$ cat src/rtl/pc_sequencer.sv
// rtl/pc_sequencer.sv - program counter control sequencer with hardware return-address stack
module pc_sequencer #(
  parameter int PC_W        = 10,
  parameter int PC_STEP     = 2,
  parameter int STACK_DEPTH = 16,
  parameter int SP_W        = $clog2(STACK_DEPTH) + 1
) (
  input  logic            clk,
  input  logic            rst_n,
  input  logic            cmd_valid,
  output logic            cmd_ready,
  input  logic [2:0]      cmd_op,
  input  logic [PC_W-1:0] cmd_target,
  input  logic            cmd_cond,
  input  logic            resume,
  input  logic            soft_clr,
  input  logic [PC_W-1:0] pc_dout,
  output logic [PC_W-1:0] pc_din,
  output logic            pc_en,
  output logic            pc_jmp,
  output logic            pc_sync_rst,
  output logic            halted,
  output logic            fault,
  output logic [1:0]      fault_code,
  output logic [SP_W-1:0] stack_depth
);

  typedef enum logic [1:0] {S_INIT, S_RUN, S_HALTED, S_FAULT} state_t;

  localparam logic [2:0] OP_NEXT   = 3'd0;
  localparam logic [2:0] OP_JUMP   = 3'd1;
  localparam logic [2:0] OP_BRANCH = 3'd2;
  localparam logic [2:0] OP_CALL   = 3'd3;
  localparam logic [2:0] OP_RET    = 3'd4;
  localparam logic [2:0] OP_HALT   = 3'd5;

  localparam int              IDX_W   = SP_W - 1;
  localparam logic [SP_W-1:0] SP_FULL = SP_W'(STACK_DEPTH);

  state_t            state_q, state_d;
  logic [SP_W-1:0]   sp_q, sp_d;
  logic [1:0]        fault_code_q, fault_code_d;
  logic              push;
  logic              accept;
  logic [SP_W-1:0]   sp_m1;
  logic [IDX_W-1:0]  push_idx;
  logic [IDX_W-1:0]  pop_idx;
  logic [PC_W-1:0]   push_addr;
  logic [PC_W-1:0]   stack_q [STACK_DEPTH];

  assign cmd_ready = (state_q == S_RUN) && !soft_clr;
  assign accept    = cmd_valid && cmd_ready;
  assign sp_m1     = sp_q - SP_W'(1);
  assign push_idx  = sp_q[IDX_W-1:0];
  assign pop_idx   = sp_m1[IDX_W-1:0];
  // Return address wraps naturally at the PC width
  assign push_addr = pc_dout + PC_W'(PC_STEP);

  // State, stack pointer and fault code registers
  always_ff @(posedge clk or negedge rst_n) begin
    if (!rst_n) begin
      state_q      <= S_INIT;
      sp_q         <= '0;
      fault_code_q <= 2'b00;
    end else begin
      state_q      <= state_d;
      sp_q         <= sp_d;
      fault_code_q <= fault_code_d;
    end
  end

  // Return-address storage; contents are meaningless until pushed, so no reset
  always_ff @(posedge clk) begin
    if (push) begin
      stack_q[push_idx] <= push_addr;
    end
  end

  // Next-state logic: soft_clr overrides everything except an INIT already in progress
  always_comb begin
    state_d      = state_q;
    sp_d         = sp_q;
    fault_code_d = fault_code_q;
    push         = 1'b0;
    if (soft_clr && (state_q != S_INIT)) begin
      state_d      = S_INIT;
      fault_code_d = 2'b00;
    end else begin
      case (state_q)
        S_INIT: begin
          state_d = S_RUN;
          sp_d    = '0;
        end
        S_RUN: begin
          if (accept) begin
            case (cmd_op)
              OP_NEXT, OP_JUMP, OP_BRANCH: ;
              OP_CALL: begin
                if (sp_q == SP_FULL) begin
                  state_d      = S_FAULT;
                  fault_code_d = 2'b01;
                end else begin
                  push = 1'b1;
                  sp_d = sp_q + SP_W'(1);
                end
              end
              OP_RET: begin
                if (sp_q == '0) begin
                  state_d      = S_FAULT;
                  fault_code_d = 2'b10;
                end else begin
                  sp_d = sp_m1;
                end
              end
              OP_HALT: state_d = S_HALTED;
              default: begin
                state_d      = S_FAULT;
                fault_code_d = 2'b11;
              end
            endcase
          end
        end
        S_HALTED: begin
          if (resume) begin
            state_d = S_RUN;
          end
        end
        default: ;
      endcase
    end
  end

  // PC control outputs, combinational from state and the accepted command
  always_comb begin
    pc_en       = 1'b0;
    pc_jmp      = 1'b0;
    pc_din      = cmd_target;
    pc_sync_rst = (state_q == S_INIT);
    if (accept) begin
      case (cmd_op)
        OP_NEXT: pc_en = 1'b1;
        OP_JUMP: begin
          pc_en  = 1'b1;
          pc_jmp = 1'b1;
        end
        OP_BRANCH: begin
          pc_en  = 1'b1;
          pc_jmp = cmd_cond;
        end
        OP_CALL: begin
          pc_en  = (sp_q != SP_FULL);
          pc_jmp = (sp_q != SP_FULL);
        end
        OP_RET: begin
          if (sp_q != '0) begin
            pc_en  = 1'b1;
            pc_jmp = 1'b1;
            pc_din = stack_q[pop_idx];
          end
        end
        default: ;
      endcase
    end
  end

  assign halted      = (state_q == S_HALTED);
  assign fault       = (state_q == S_FAULT);
  assign fault_code  = fault_code_q;
  assign stack_depth = sp_q;

endmodule

$ cat config.mk
export PLATFORM = sky130hd
export DESIGN_NAME = pc_sequencer
export DESIGN_NICKNAME = d
export VERILOG_FILES = /design/src/rtl/pc_sequencer.sv
export SDC_FILE = /design/constraint.sdc
export NUM_CORES = 1
export LEC_CHECK = 0
export ABC_AREA = 1
export BUFFER_PORTS_ARGS = -buffer_cell sky130_fd_sc_hd__buf_4
export CAP_MARGIN = 10
export CORE_MARGIN = 1
export CORE_UTILIZATION = 55
export DETAILED_ROUTE_END_ITERATION = 12
export HOLD_SLACK_MARGIN = 0.06
export MAX_ROUTING_LAYER = met4
export PLACE_DENSITY_LB_ADDON = 0.2
export SYNTH_ARGS = -nofsm -noshare
export SYNTH_HDL_FRONTEND = slang
export SYNTH_SLANG_ARGS = --single-unit
$ cat constraint.sdc
create_clock -name clk -period 4.79 [get_ports clk]
set_input_delay 0.479 -clock clk [delete_from_list [all_inputs] [get_ports clk]]
set_output_delay 0.479 -clock clk [all_outputs]
set_load 0.01 [all_outputs]
==> results list, run 1 <==
- Outcome: completed
- Largest net degree at the start of global routing: 87
- STA puts the critical path data required time at 4.31 ns.
- Via count of the first global-routing pass: 5346
- Detailed-route wire length: 19.0 mm
- Critical path's top delay family: XOR/XNOR gates
* Cell count after synthesis: 832
* Post-CTS clock slew at the launch and capture registers of the worst setup and hold paths: 0.06 ns
- Among all flip-flop cells after synthesis, the most frequent one is edfxtp_1.
- Worst-case setup margin in the final layout: 1.06 ns
- Max Fclk: 268 MHz
- Die Footprint: 15100 um2
* Post-synth design cell area: 8040 um2
- The worst register-to-register path begins at stack_depth[0].
- Final Cell Area: 9090 um2
* Floorplan core area: 14000 um2
- Remaining DRCs: 0
- Most common cell after layout, fill and taps aside: nand2_1
- The H-tree generated during clock tree synthesis spans 4 levels.
- Setup violations remaining at the end of the flow were counted as 0.
* Post-detailed-route wirelength per cell: 17.8 um
* Most repeated library cell on the critical path: nand3_1
- At the pin with the least slew margin, the transition time is 1.23 ns.
- By area the synthesized netlist is led by edfxtp_1 (60%), nand2_1 (11%), nand3_1 (8.9%), inv_1 (7.0%), dfrtp_1 (2.8%).
* Source-to-sink clock delay at the later pin of the worst-skew pair: 0.43 ns
- edfxtp_1 takes more of the synthesized area than any other cell.
- DRC violation total after the first TritonRoute iteration: 689
- Number of port buffers: 51
- The worst hold path terminates at state_q[1].
- Standby leakage power: 4.00 nW
- Routed vias/inst: 5.40
- The internal portion of the total power is 2.83 mW.
- Timing analysis after detailed placement gives a worst setup slack of 1.56 ns.
* Fin nets: 911
- The number of antenna diodes in the final layout is 0.
* Worst R2R Path Depth: 4
* Antenna violations before repair: 0
* Global-route wire length before repair: 29.9 mm
* Width of the die: 123 um
- Number of buffers created by CTS: 17
- Total overflow reported by the global router: 0
- Initial Util: 0.572
* Total placed instance area: 8550 um2
* Global Route Usage Sum: 0.284
- In this run the critical register-to-register path is captured at stack_q[3][2].
- MaxCap Viol Count: 0
* Arrival time of the worst setup path: 3.25 ns
- Leading cell types in the layout, fill and taps excluded: nand2_1 (244), edfxtp_1 (160), inv_1 (148), nand3_1 (143), buf_4 (62)
* Clock tree from TritonCTS: yes
- After synthesis the netlist holds a flip-flop and latch count of 169.
- Register area share after synthesis: 0.626
* Combinational power share: 0.350
- Largest fanout on the critical path: 21
- Routability Congestion: 0.875
- Final Max Slew Viols: 0
* Mean instance size in the synthesized netlist: 9.66 um2
* Slowest cell on the critical path: xnor2_2
* Power per unit of standard cell area: 495 nW/um2
- Maximum clock path buffer count: 2
- In the finished design, the share of the clock period the worst path needs comes to 0.779.
- At the end of the flow the core is filled with cells to 0.648.
* Die height: 123 um
* Number of primary I/O pins: 52
- Sequential fraction of design power: 0.375
* Depth of the worst hold-timing path: 3
- Crit-path max cell delay: 0.98 ns
- Clock sink count: 169
- Setup slack on the worst reg-to-reg path comes out at 2.03 ns.
- By startpoint and endpoint, the worst setup path is classified as register to output port.
- Final critical-path required period: 3.73 ns
* Half-perimeter wire length after detailed placement: 12.4 mm
- The netlist uses 36 different library cells.
- The initialized floorplan defines 43 standard-cell rows.
- Final total negative setup slack: 0 ns
- Yosys Warn Count: 0
- Worst hold path type: primary input to register
* Layout cell share with drive strength beyond 1: 0.124
- Placed cells: 1037
- In this run, synthesis inferred 160 flip-flops with an integrated enable.
- Post-synthesis net count: 866
- The startpoint identified for the worst hold timing path is soft_clr.
- Worst Skew: 0.00857 ns
- Total via count in the routed design: 5777
- Normalized max-slew margin: 0.179
- Of the total power, the share spent switching nets is 0.371.
- For this run, the detailed router's first-pass iteration total came to 5.
- In this run the remaining antenna-violating nets after routing total 0.
- Clock share of power: 0.274
- Number of buffer and inverter stages on the critical path: 3
- The final-report hold violation count came to 0.
* Clock Tree Root: clkbuf_16
- Once the clock tree was built, the resizer swapped 0 gates to a different size.
- Crit start category: register
- Synth-to-layout area growth: 13.2%
- The critical path goes through inv_1, ha_1, xnor2_2, nand3_1, nand3_1, nand3_1, nand2_1, inv_1, buf_4.
- Post-synth ARST share: 0.0533
* Top cell type's share of synthesized area: 0.598
- Setup repair after global routing left no endpoint under its margin.
- Summed over all nets, the switching power comes to 1.67 mW.
- Once layout is complete, the cells apart from fillers number 1070.
* CP endpoint kind: output port
- Largest voltage drop on the vdd net: 0.000238 V
## what timing repair did
| item | 4_1_cts | 5_1_grt |
|---|---|---|
| hold endpoints to repair | 9 | 0 |
| hold buffers | 1 | 0 |
| buffers inserted | 0 | 0 |
## power groups by stage
stage                     Sequential, mW  Combinational, mW  Clock, mW
after floorplan                     1.72               1.08          0
final                               1.69               1.58       1.24
after detailed placement            1.72               1.56          0
after CTS                           1.69               1.57       1.24
after global placement              1.72               1.54          0
after global routing                1.69               1.73       1.30
## area by class of cell
cell class	count	area [um2]
sequential	169	5030
multi-input combinational	475	2260
clock buffer	25	485
fill	1119	4950
inverter	151	567
clock inverter	7	45.0
timing repair buffer	63	475
tap	180	225
## logic make-up (layout without fill, tap and decap cells)
| logic type | after synthesis | count (layout) | synth area share |
|---|---|---|---|
| AND/OR/NAND/NOR | 438 | 438 | 0.243 |
| buffers and inverters | 188 | 246 | 0.0951 |
| flip-flops | 169 | 169 | 0.626 |
| AO/OA/AOI/OAI | 18 | 18 | 0.0128 |
| XOR/XNOR | 13 | 13 | 0.0142 |
| adder cells (fa/ha/maj) | 5 | 5 | 0.00779 |
| multiplexers | 1 | 1 | 0.00125 |
## through the flow
| step | power (mW) | hold WS [ns] |
|---|---|---|
| finish | 4.50 | 0.391 |
| global route | 4.72 | 0.395 |
| CTS | 4.50 | 0.385 |
| detailed placement | 3.28 | 0.311 |
| global placement | 3.25 | 0.315 |
| floorplan | 2.80 | 0.183 |
## cell usage after synthesis (2+ instances only)
| cell | instances |
|---|---|
| nand2_1 | 244 |
| edfxtp_1 | 160 |
| inv_1 | 149 |
| nand3_1 | 143 |
| buf_2 | 22 |
| nor2_1 | 20 |
| xor2_1 | 12 |
| clkbuf_1 | 10 |
| dfrtp_1 | 9 |
| or2_1 | 9 |
| o21ai_0 | 8 |
| ha_1 | 5 |
| buf_6 | 4 |
| nand2_2 | 4 |
| nand4_1 | 4 |
| o21ai_1 | 4 |
| nor3_1 | 3 |
| nor2_2 | 2 |
| nor2_4 | 2 |
| o211ai_1 | 2 |
## flip-flops by register name (all words and copies together), names as in the netlist
register and flops:
fault_code 2, stack_depth 5, stack_q 160, state_q 2
## worst max-delay path by stage
stage                         from        end  slack, ns  depth (start not counted)
floorplan           stack_depth[0]  pc_din[0]       2.25                         13
global placement    stack_depth[0]  pc_din[4]       1.53                         10
detailed placement  stack_depth[0]  pc_din[4]       1.56                         10
CTS                 stack_depth[0]  pc_din[9]       1.10                         10
global route        stack_depth[1]  pc_din[3]       0.92                          9
finish              stack_depth[1]  pc_din[3]       1.06                          9
## worst min-delay path: stages
cell and delay (ns):
buf_4 0.10, nor2_4 0.06, mux2i_1 0.12
## routing by layer
| metal | up-vias | wire length (um) | GRT usage | share of wire |
|---|---|---|---|---|
| met5 | - | 0 | - | 0 |
| met4 | 0 | 276 | 0.0861 | 0.015 |
| met3 | 21 | 1230 | 0.0376 | 0.065 |
| met2 | 243 | 9500 | 0.447 | 0.50 |
| met1 | 2747 | 8000 | 0.387 | 0.42 |
| li1 | 2766 | - | - | - |
Power figures use the tool's default switching activity.
==> inputs of run 2 (changes only) <==
==> constraint.sdc (replaced) <==
create_clock -name clk -period 3.3 [get_ports clk]
set_input_delay 0.33 -clock clk [delete_from_list [all_inputs] [get_ports clk]]
set_output_delay 0.33 -clock clk [all_outputs]
set_load 0.01 [all_outputs]
==> run 2 against run 1 <==
Sequential share of layout area is 1.2 points lower. Routed wire length is 0.13% higher. Total power is 51% higher. Count of clock-buffer cells in the layout is 8 lower. Critical path depth is 1 higher. Clock power is 59% higher. Setup slack worse by 0.76 ns. Global-route usage is 0.45 points lower. Critical endpoint is now pc_din[8]. Largest cell class unchanged. Largest power group unchanged.
==> results list, run 2 (synthesis gave the netlist of run 1 again) <==
* Maximum clock path buffer count: 2 (unchanged)
- The final core area utilization came to 0.662 (was 0.648).
- Number of buffer and inverter stages on the critical path: 4 (was 3)
- Total via count in the routed design: 5830 (was 5777)
* Layout cell share with drive strength beyond 1: 0.144 (was 0.124)
- Antenna violations before repair: 0 (unchanged)
- Total placed instance area: 8700 um2 (was 8550 um2)
- The initial core utilization was 0.572 (unchanged).
- Die height: 123 um (unchanged)
- Detailed-route wire length: 19.0 mm (about the same)
* CP cell instances: inv_2, ha_1, xnor2_2, buf_4, nand3_1, nand3_1, nand3_1, nand2_1, inv_1, buf_4 (was inv_1, ha_1, xnor2_2, nand3_1, nand3_1, nand3_1, nand2_1, inv_1, buf_4)
- The die extent in x is 123 um (unchanged).
* Final Max Slew Viols: 0 (unchanged)
- Synth-to-layout area growth: 15.7% (was 13.2%)
* Antenna Diode Count: 0 (unchanged)
* Worst Tran Pin Value: 1.02 ns (was 1.23 ns)
* Number of primary I/O pins: 52 (unchanged)
- Fin nets: 931 (was 911)
- Cell Rows: 43 (unchanged)
- The hold path depth is 3 (unchanged).
- The CTS tree is yes (unchanged).
- The buffer type at the clock tree root is clkbuf_16 (unchanged).
- The detailed placement HPWL came to 12.5 mm (was 12.4 mm).
* Routability Congestion: 0.971 (was 0.875)
* Critical path's top delay family: buffers and inverters (was XOR/XNOR gates)
* Crit-path max cell delay: 0.46 ns (was 0.98 ns)
- The final routed wire length divided by cell count is 17.5 um (was 17.8 um).
- Start point of the worst hold path: soft_clr (unchanged)
- After layout, the minimum clock period comes to 3.00 ns.
* Source-to-sink clock delay at the later pin of the worst-skew pair: 0.43 ns (about the same)
- The endpoint with the worst hold slack is state_q[1] (unchanged).
- Post-CTS clock slew at the launch and capture registers of the worst setup and hold paths: 0.06 ns (about the same)
* Arrival time of the worst setup path: 2.67 ns (was 3.25 ns)
- Largest register FFs: 160 (unchanged)
- The register with the most flip-flops is stack_q (unchanged).
- The internal reg-to-reg setup slack was 0.77 ns (was 2.03 ns).
- Most common cell after layout, fill and taps aside: nand2_1 (unchanged)
- The first element of the critical path is stack_depth[0] (was stack_depth[1]).
* Largest net degree at the start of global routing: 87 (unchanged)
- Worst hold path type: primary input to register (unchanged)
* Routed vias/inst: 5.35 (was 5.40)
- Floorplan core area: 14000 um2 (unchanged)
* Number of detailed-routing iterations run before antenna repair: 7 (was 5)
* Global Route Usage Sum: 0.279 (was 0.284)
- The final total negative setup slack came to 0 ns (unchanged).
* Max Fclk: 333 MHz
- Global-route wire length before repair: 29.3 mm (was 29.9 mm)
* Path type of the worst setup path: register to output port (unchanged)
- Outcome: completed (unchanged).
- The relative slew slack came to 0.319 (was 0.179).
* Capture point of the worst reg-to-reg path: stack_q[8][2] (was stack_q[3][2])
* Worst Skew: 0.00438 ns (was 0.00857 ns)
* Number of port buffers: 51 (unchanged)
- The number of nets with antenna violations after routing came to 0 (unchanged).
- The total congestion overflow was 0 (unchanged).
* Slowest cell on the critical path: ha_1 (was xnor2_2)
* Leading cell types in the layout, fill and taps excluded: nand2_1 (244), edfxtp_1 (160), inv_1 (148), nand3_1 (143), buf_4 (82) (was nand2_1 (244), edfxtp_1 (160), inv_1 (148), nand3_1 (143), buf_4 (62))
* Resized cells post-CTS: 0 (unchanged)
* Worst flop-to-flop path startpoint: stack_depth[1] (was stack_depth[0])
* Final Cell Area: 9300 um2 (was 9090 um2)
- The register cell area after layout came to 5030 um2 (unchanged).
- Number of buffers inserted to repair setup after CTS: 0 (unchanged)
- The count of unresolved DRC violations after routing was 0 (unchanged).
* Largest voltage drop on the vdd net: 0.000415 V (was 0.000238 V)
* Standby leakage power: 4.13 nW (was 4.00 nW)
* Area of the multi-input gates: 2260 um2 (unchanged)
* Via count of the first global-routing pass: 5473 (was 5346)
- Worst R2R Path Depth: 8 (was 4)
- Of the available clock period, the critical path in the final layout requires 0.909.
- Final hold violation count: 0 (unchanged)
* Clock sink count: 169 (unchanged)
- The cell area power density came to 731 nW/um2 (was 495 nW/um2).
* Required time at the endpoint of the critical path: 2.97 ns (was 4.31 ns)
- Depth of the CTS H-tree: 4 (unchanged)
* Setup-failing EPs final: 0 (unchanged)
* Largest fanout on the critical path: 21 (unchanged)
- Layout filler cell count: 1109 (was 1119)
* Die Footprint: 15100 um2 (unchanged)
* MaxCap Viol Count: 0 (unchanged)
- DRC violation total after the first TritonRoute iteration: 664 (was 689)
* Number of buffers created by CTS: 17 (unchanged)
- RSZ-0062 raised after global routing: no (unchanged).
- Most repeated library cell on the critical path: nand3_1 (unchanged)
- The type of destination of the critical path was an output port (unchanged).
* Crit start category: register (unchanged)
==> run 2: changes by cell type in the layout (fill, tap and decap cells not counted), sizes merged <==
| cell | change |
|---|---|
| clkbuf | -8 |
| buf | +20 |
| clkinv | +5 |
| bufinv | +3 |
==> run 2: worst min-delay path: cells and delay by family <==
| kind | cells | cell delay (ns) |
|---|---|---|
| buffers and inverters | 1 | 0.11 |
| multiplexers | 1 | 0.12 |
| AND/OR/NAND/NOR | 1 | 0.06 |
==> run 2: metrics by stage <==
stage	hold slack (ns)	power (mW)	cells	setup WS, ns
after CTS	0.227	6.79	1090	0.299
after global placement	0.160	4.79	1056	0.829
after floorplan	0.0344	4.06	832	0.772
after detailed placement	0.163	4.84	1057	0.762
final	0.233	6.80	1090	0.301
after global routing	0.255	7.12	1090	0.0842
==> run 2: power breakdown <==
group          internal (mW)  switching (mW)  leakage [nW]
logic                  0.722            1.65          2.30
registers               2.40          0.0478          1.55
clock network           1.17           0.795         0.275
total                   4.30            2.50          4.13
==> run 2: worst max path at each step <==
stage | to | slack (ns) | cells past startpoint
floorplan | stack_q[15][0] | 0.77 | 8
CTS | pc_din[0] | 0.30 | 10
global route | pc_din[0] | 0.08 | 10
global placement | stack_q[13][8] | 0.83 | 5
detailed placement | pc_din[8] | 0.76 | 10
finish | pc_din[8] | 0.30 | 10
==> run 2: layout make-up <==
| type | count | area share |
|---|---|---|
| Sequential cell | 169 | 0.541 |
| Multi-Input combinational cell | 475 | 0.243 |
| Timing Repair Buffer | 83 | 0.0673 |
| Inverter | 151 | 0.0610 |
| Clock buffer | 17 | 0.0458 |
| Tap cell | 180 | 0.0242 |
| Clock inverter | 15 | 0.0171 |
==> run 2: per-layer routing <==
layer  wire, um  vias to the layer above  GRT usage  share of wire
met5          0                        -          -              0
met4        524                        0      0.120          0.028
met3       1350                       35     0.0530          0.071
met2       9160                      230      0.429           0.48
met1       8000                     2759      0.364           0.42
li1           -                     2806          -              -
==> run 2: timing repair <==
| action | 4_1_cts | 5_1_grt |
|---|---|---|
| hold buffers | 1 | 0 |
| endpoints found under the setup margin | 0 | 0 |
| hold endpoints to repair | 9 | 0 |
==> inputs of run 3 (changes only) <==
--- a/config.mk
+++ b/config.mk
@@ -5,11 +5,10 @@
 export SDC_FILE = /design/constraint.sdc
 export NUM_CORES = 1
 export LEC_CHECK = 0
-export ABC_AREA = 1
 export BUFFER_PORTS_ARGS = -buffer_cell sky130_fd_sc_hd__buf_4
 export CAP_MARGIN = 10
 export CORE_MARGIN = 1
-export CORE_UTILIZATION = 55
+export CORE_UTILIZATION = 54
 export DETAILED_ROUTE_END_ITERATION = 12
 export HOLD_SLACK_MARGIN = 0.06
 export MAX_ROUTING_LAYER = met4
==> run 3 against run 2 <==
Sequential cell count is the same. Setup slack worse by 0.0091 ns. Clock skew increased by 0.0064 ns. Synthesized area shrank 8.0%. Non-clock buffer count down 8. Total power decreased by 26%. Utilization decreased by 1.5 points. Clock power is 8% lower.
==> results list, run 3 <==
* Post-synth ARST share: 0.0533 (unchanged)
- The slowest library cell on the worst path is dfrtp_1 (was ha_1).
* Arrival time of the worst setup path: 2.68 ns (was 2.67 ns)
- The number of synthesis warnings is 0 (unchanged).
- Total via count in the routed design: 4131 (was 5830)
- The worst setup slack after placement came to 0.628 ns (was 0.762 ns).
- The count of max-cap constraint violations was 0 (unchanged).
- Routability Congestion: 0.927 (was 0.971)
* Post-CTS clock slew at the launch and capture registers of the worst setup and hold paths: 0.06 ns (about the same)
* Detailed-route wire length: 16.0 mm (was 19.0 mm)
* Via count of the first global-routing pass: 4174 (was 5473)
- The count of flip-flops with a built-in enable after synthesis was 160 (unchanged).
- Post-detailed-route wirelength per cell: 23.0 um (was 17.5 um)
- Final critical-path required period: 3.01 ns (was 3.00 ns)
- Normalized max-slew margin: 0.312 (was 0.319)
- The most common cell after layout, fill and taps aside was edfxtp_1 (was nand2_1).
- Antenna Diode Count: 0 (unchanged)
- Outcome: completed (unchanged)
- The sink count of the clock tree is 169 (unchanged).
- Worst Tran Pin Value: 1.03 ns (was 1.02 ns)
- RSZ-0062 raised after global routing: no (unchanged)
- The via density per instance came to 5.94 (was 5.35).
- The total standard cell area after synthesis is 7390 um2 (was 8040 um2).
- Post-synthesis net count: 470 (was 866)
* Antenna viol nets, final: 0 (unchanged)
* Half-perimeter wire length after detailed placement: 10.8 mm (was 12.5 mm)
- DRC violation total after the first TritonRoute iteration: 352 (was 664)
* Total overflow reported by the global router: 0 (unchanged)
* Width of the die: 119 um (was 123 um)
* Worst Hold Slack: 0.112 ns (was 0.233 ns)
- CP cell instances: inv_1, ha_2, nor2b_1, a21oi_2, o32a_1, nand2b_1, a41oi_1, buf_4 (was inv_2, ha_1, xnor2_2, buf_4, nand3_1, nand3_1, nand3_1, nand2_1, inv_1, buf_4).
- The layout net count was 542 (was 931).
- Critical path's top delay family: compound AO/OA/AOI/OAI gates (was buffers and inverters)
* Library cell with the largest summed area after synthesis: edfxtp_1 (unchanged)
- Setup-failing EPs final: 0 (unchanged)
- The buffer depth of the longest clock path was 2 (unchanged).
* Required time at the endpoint of the critical path: 2.97 ns (about the same)
- The number of buffers created by CTS is 17 (unchanged).
- The launching element type of the critical path was a register (unchanged).
- The standby leakage power was 2.88 nW (was 4.13 nW).
- Worst-case setup margin in the final layout: 0.292 ns (was 0.301 ns)
- The area added between synthesis and finish is 16.3% (was 15.7%).
* Largest fanout on the critical path: 11 (was 21)
- Depth of the worst hold-timing path: 2 (was 3)
- Power per unit of standard cell area: 588 nW/um2 (was 731 nW/um2)
* Final hold violation count: 0 (unchanged)
* Leading cell types in the layout, fill and taps excluded: edfxtp_1 (160), buf_4 (74), mux4_2 (40), nor2_1 (32), inv_1 (26) (was nand2_1 (244), edfxtp_1 (160), inv_1 (148), nand3_1 (143), buf_4 (82))
- Largest register FFs: 160 (unchanged)
- Floorplan core area: 13300 um2 (was 14000 um2)
- The path length in cells of the critical path is 8 (was 10).
* Synth cell count leaders: edfxtp_1 (160), mux4_2 (40), nor2_1 (32) (was nand2_1 (244), edfxtp_1 (160), inv_1 (149))
* Register area share after synthesis: 0.681 (was 0.626)
- The maximum VDD drop came to 0.000439 V (was 0.000415 V).
- The share of the cycle needed by the critical path after routing came to 0.912 (was 0.909).
* Antenna violations before repair: 0 (unchanged)
- The overall power of the completed layout was 5.06 mW (was 6.80 mW).
* Worst R2R Path Depth: 6 (was 8)
- Area contributors post-synth: edfxtp_1 (65%), mux4_2 (12%), dfrtp_1 (3.0%), nand2b_1 (1.9%), nor2_1 (1.6%) (was edfxtp_1 (60%), nand2_1 (11%), nand3_1 (8.9%), inv_1 (7.0%), dfrtp_1 (2.8%)).
* Initial Util: 0.556 (was 0.572)
- The register with the most flip-flops is stack_q (unchanged).
- Die Footprint: 14200 um2 (was 15100 um2)
- Resized cells post-CTS: 0 (unchanged)
- The global-route wire length before repair was 25.2 mm (was 29.3 mm).
- The pin count of the biggest net entering global routing came to 30 (was 87).
- The top-area cell type share of the netlist area is 0.650 (was 0.598).
- The number of port buffers came to 51 (unchanged).
- The cell count after synthesis is 436 (was 832).
- Remaining DRCs: 0 (unchanged)
- The row count is 42 (was 43).
- The critical path buffer and inverter count came to 2 (was 4).
* Number of primary I/O pins: 52 (unchanged)
* Global Route Usage Sum: 0.257 (was 0.279)
* Worst Skew: 0.0108 ns (was 0.00438 ns)
* Clock Tree Root: clkbuf_16 (unchanged)
- The most instantiated library cell after synthesis is edfxtp_1 (was nand2_1).
* Layout cell share with drive strength beyond 1: 0.312 (was 0.144)
- The final total negative setup slack came to 0 ns (unchanged).
- The highest attainable clock frequency came to 332 MHz (was 333 MHz).
- The count of different cell masters after synthesis came to 55 (was 36).
- Source-to-sink clock delay at the later pin of the worst-skew pair: 0.43 ns (about the same)
* Worst hold path type: primary input to register (unchanged)
* Die height: 119 um (was 123 um)
- Clock tree from TritonCTS: yes (unchanged)
- The final count of pins violating max slew came to 0 (unchanged).
* CP endpoint kind: output port (unchanged)
* Mean instance size in the synthesized netlist: 16.9 um2 (was 9.66 um2)
- The CTS H-tree depth was 4 (unchanged).
* Path type of the worst setup path: register to output port (unchanged)
* Crit-path max cell delay: 0.46 ns (about the same)
- The first-pass iteration count of the detailed router came to 5 (was 7).
* Final Util: 0.647 (was 0.662)
- Flop and latch count out of synthesis: 169 (unchanged)
* Most common flop cell mapped by yosys: edfxtp_1 (unchanged)
## run 3: cells by family after synthesis
logic type               after synthesis  share of synthesized area
adder cells (fa/ha/maj)                5                    0.00847
buffers and inverters                 50                     0.0312
AND/OR/NAND/NOR                      109                     0.0830
AO/OA/AOI/OAI                         54                     0.0640
multiplexers                          41                      0.123
flip-flops                           169                      0.681
XOR/XNOR                               8                    0.00948
## run 3: worst reg2reg max path: stages (launching register included)
cell	delay (ns)
dfrtp_1	0.47
inv_1	0.12
ha_2	0.26
nor3b_4	0.21
a21oi_2	0.28
nand2_1	0.16
nor2_1	0.80
## run 3: path summary, 6_finish.rpt
path	startpoint	to	slack [ns]
max	stack_depth[1]	pc_din[3]	0.29
min	soft_clr	state_q[1]	0.11
max reg2reg	stack_depth[1]	stack_q[6][2]	0.61
min reg2reg	fault_code[1]	fault_code[1]	0.59
max in group asynchronous	rst_n	stack_depth[0]	2.86
min in group asynchronous	rst_n	stack_depth[4]	0.27
## run 3: metal layers
layer / wire length, um / vias to the layer above / GRT usage
li1: - / 1864 / -
met1: 6630 / 2122 / 0.325
met2: 8230 / 124 / 0.407
met3: 800 / 21 / 0.0560
met4: 378 / 0 / 0.101
met5: 0 / - / -
## run 3: cell type report
cell class / instances / area (um2)
well taps: 176 / 220
multi-input cells: 217 / 2130
repair buffers: 75 / 566
clock buffers: 17 / 425
clock inverters: 14 / 116
inverters: 28 / 106
fillers: 928 / 4700
flip-flops and latches: 169 / 5030
## run 3: power breakdown
| group | internal (mW) | switching (mW) |
|---|---|---|
| clock network | 0.973 | 0.836 |
| registers | 2.37 | 0.0483 |
| logic | 0.380 | 0.446 |
| total | 3.73 | 1.33 |
## run 3: what timing repair did
item,4_1_cts,5_1_grt
endpoints found under the setup margin,0,0
hold buffers,1,0
buffers inserted,0,0
hold endpoints to repair,9,0
## run 3: metrics by stage
| stage | instances | area, um2 |
|---|---|---|
| 5_1_grt | 696 | 8600 |
| 6_report | 696 | 8600 |
| 4_1_cts | 696 | 8600 |
| 3_5_place_dp | 664 | 8050 |
| 3_3_place_gp | 664 | 8050 |
| 2_1_floorplan | 436 | 7390 |
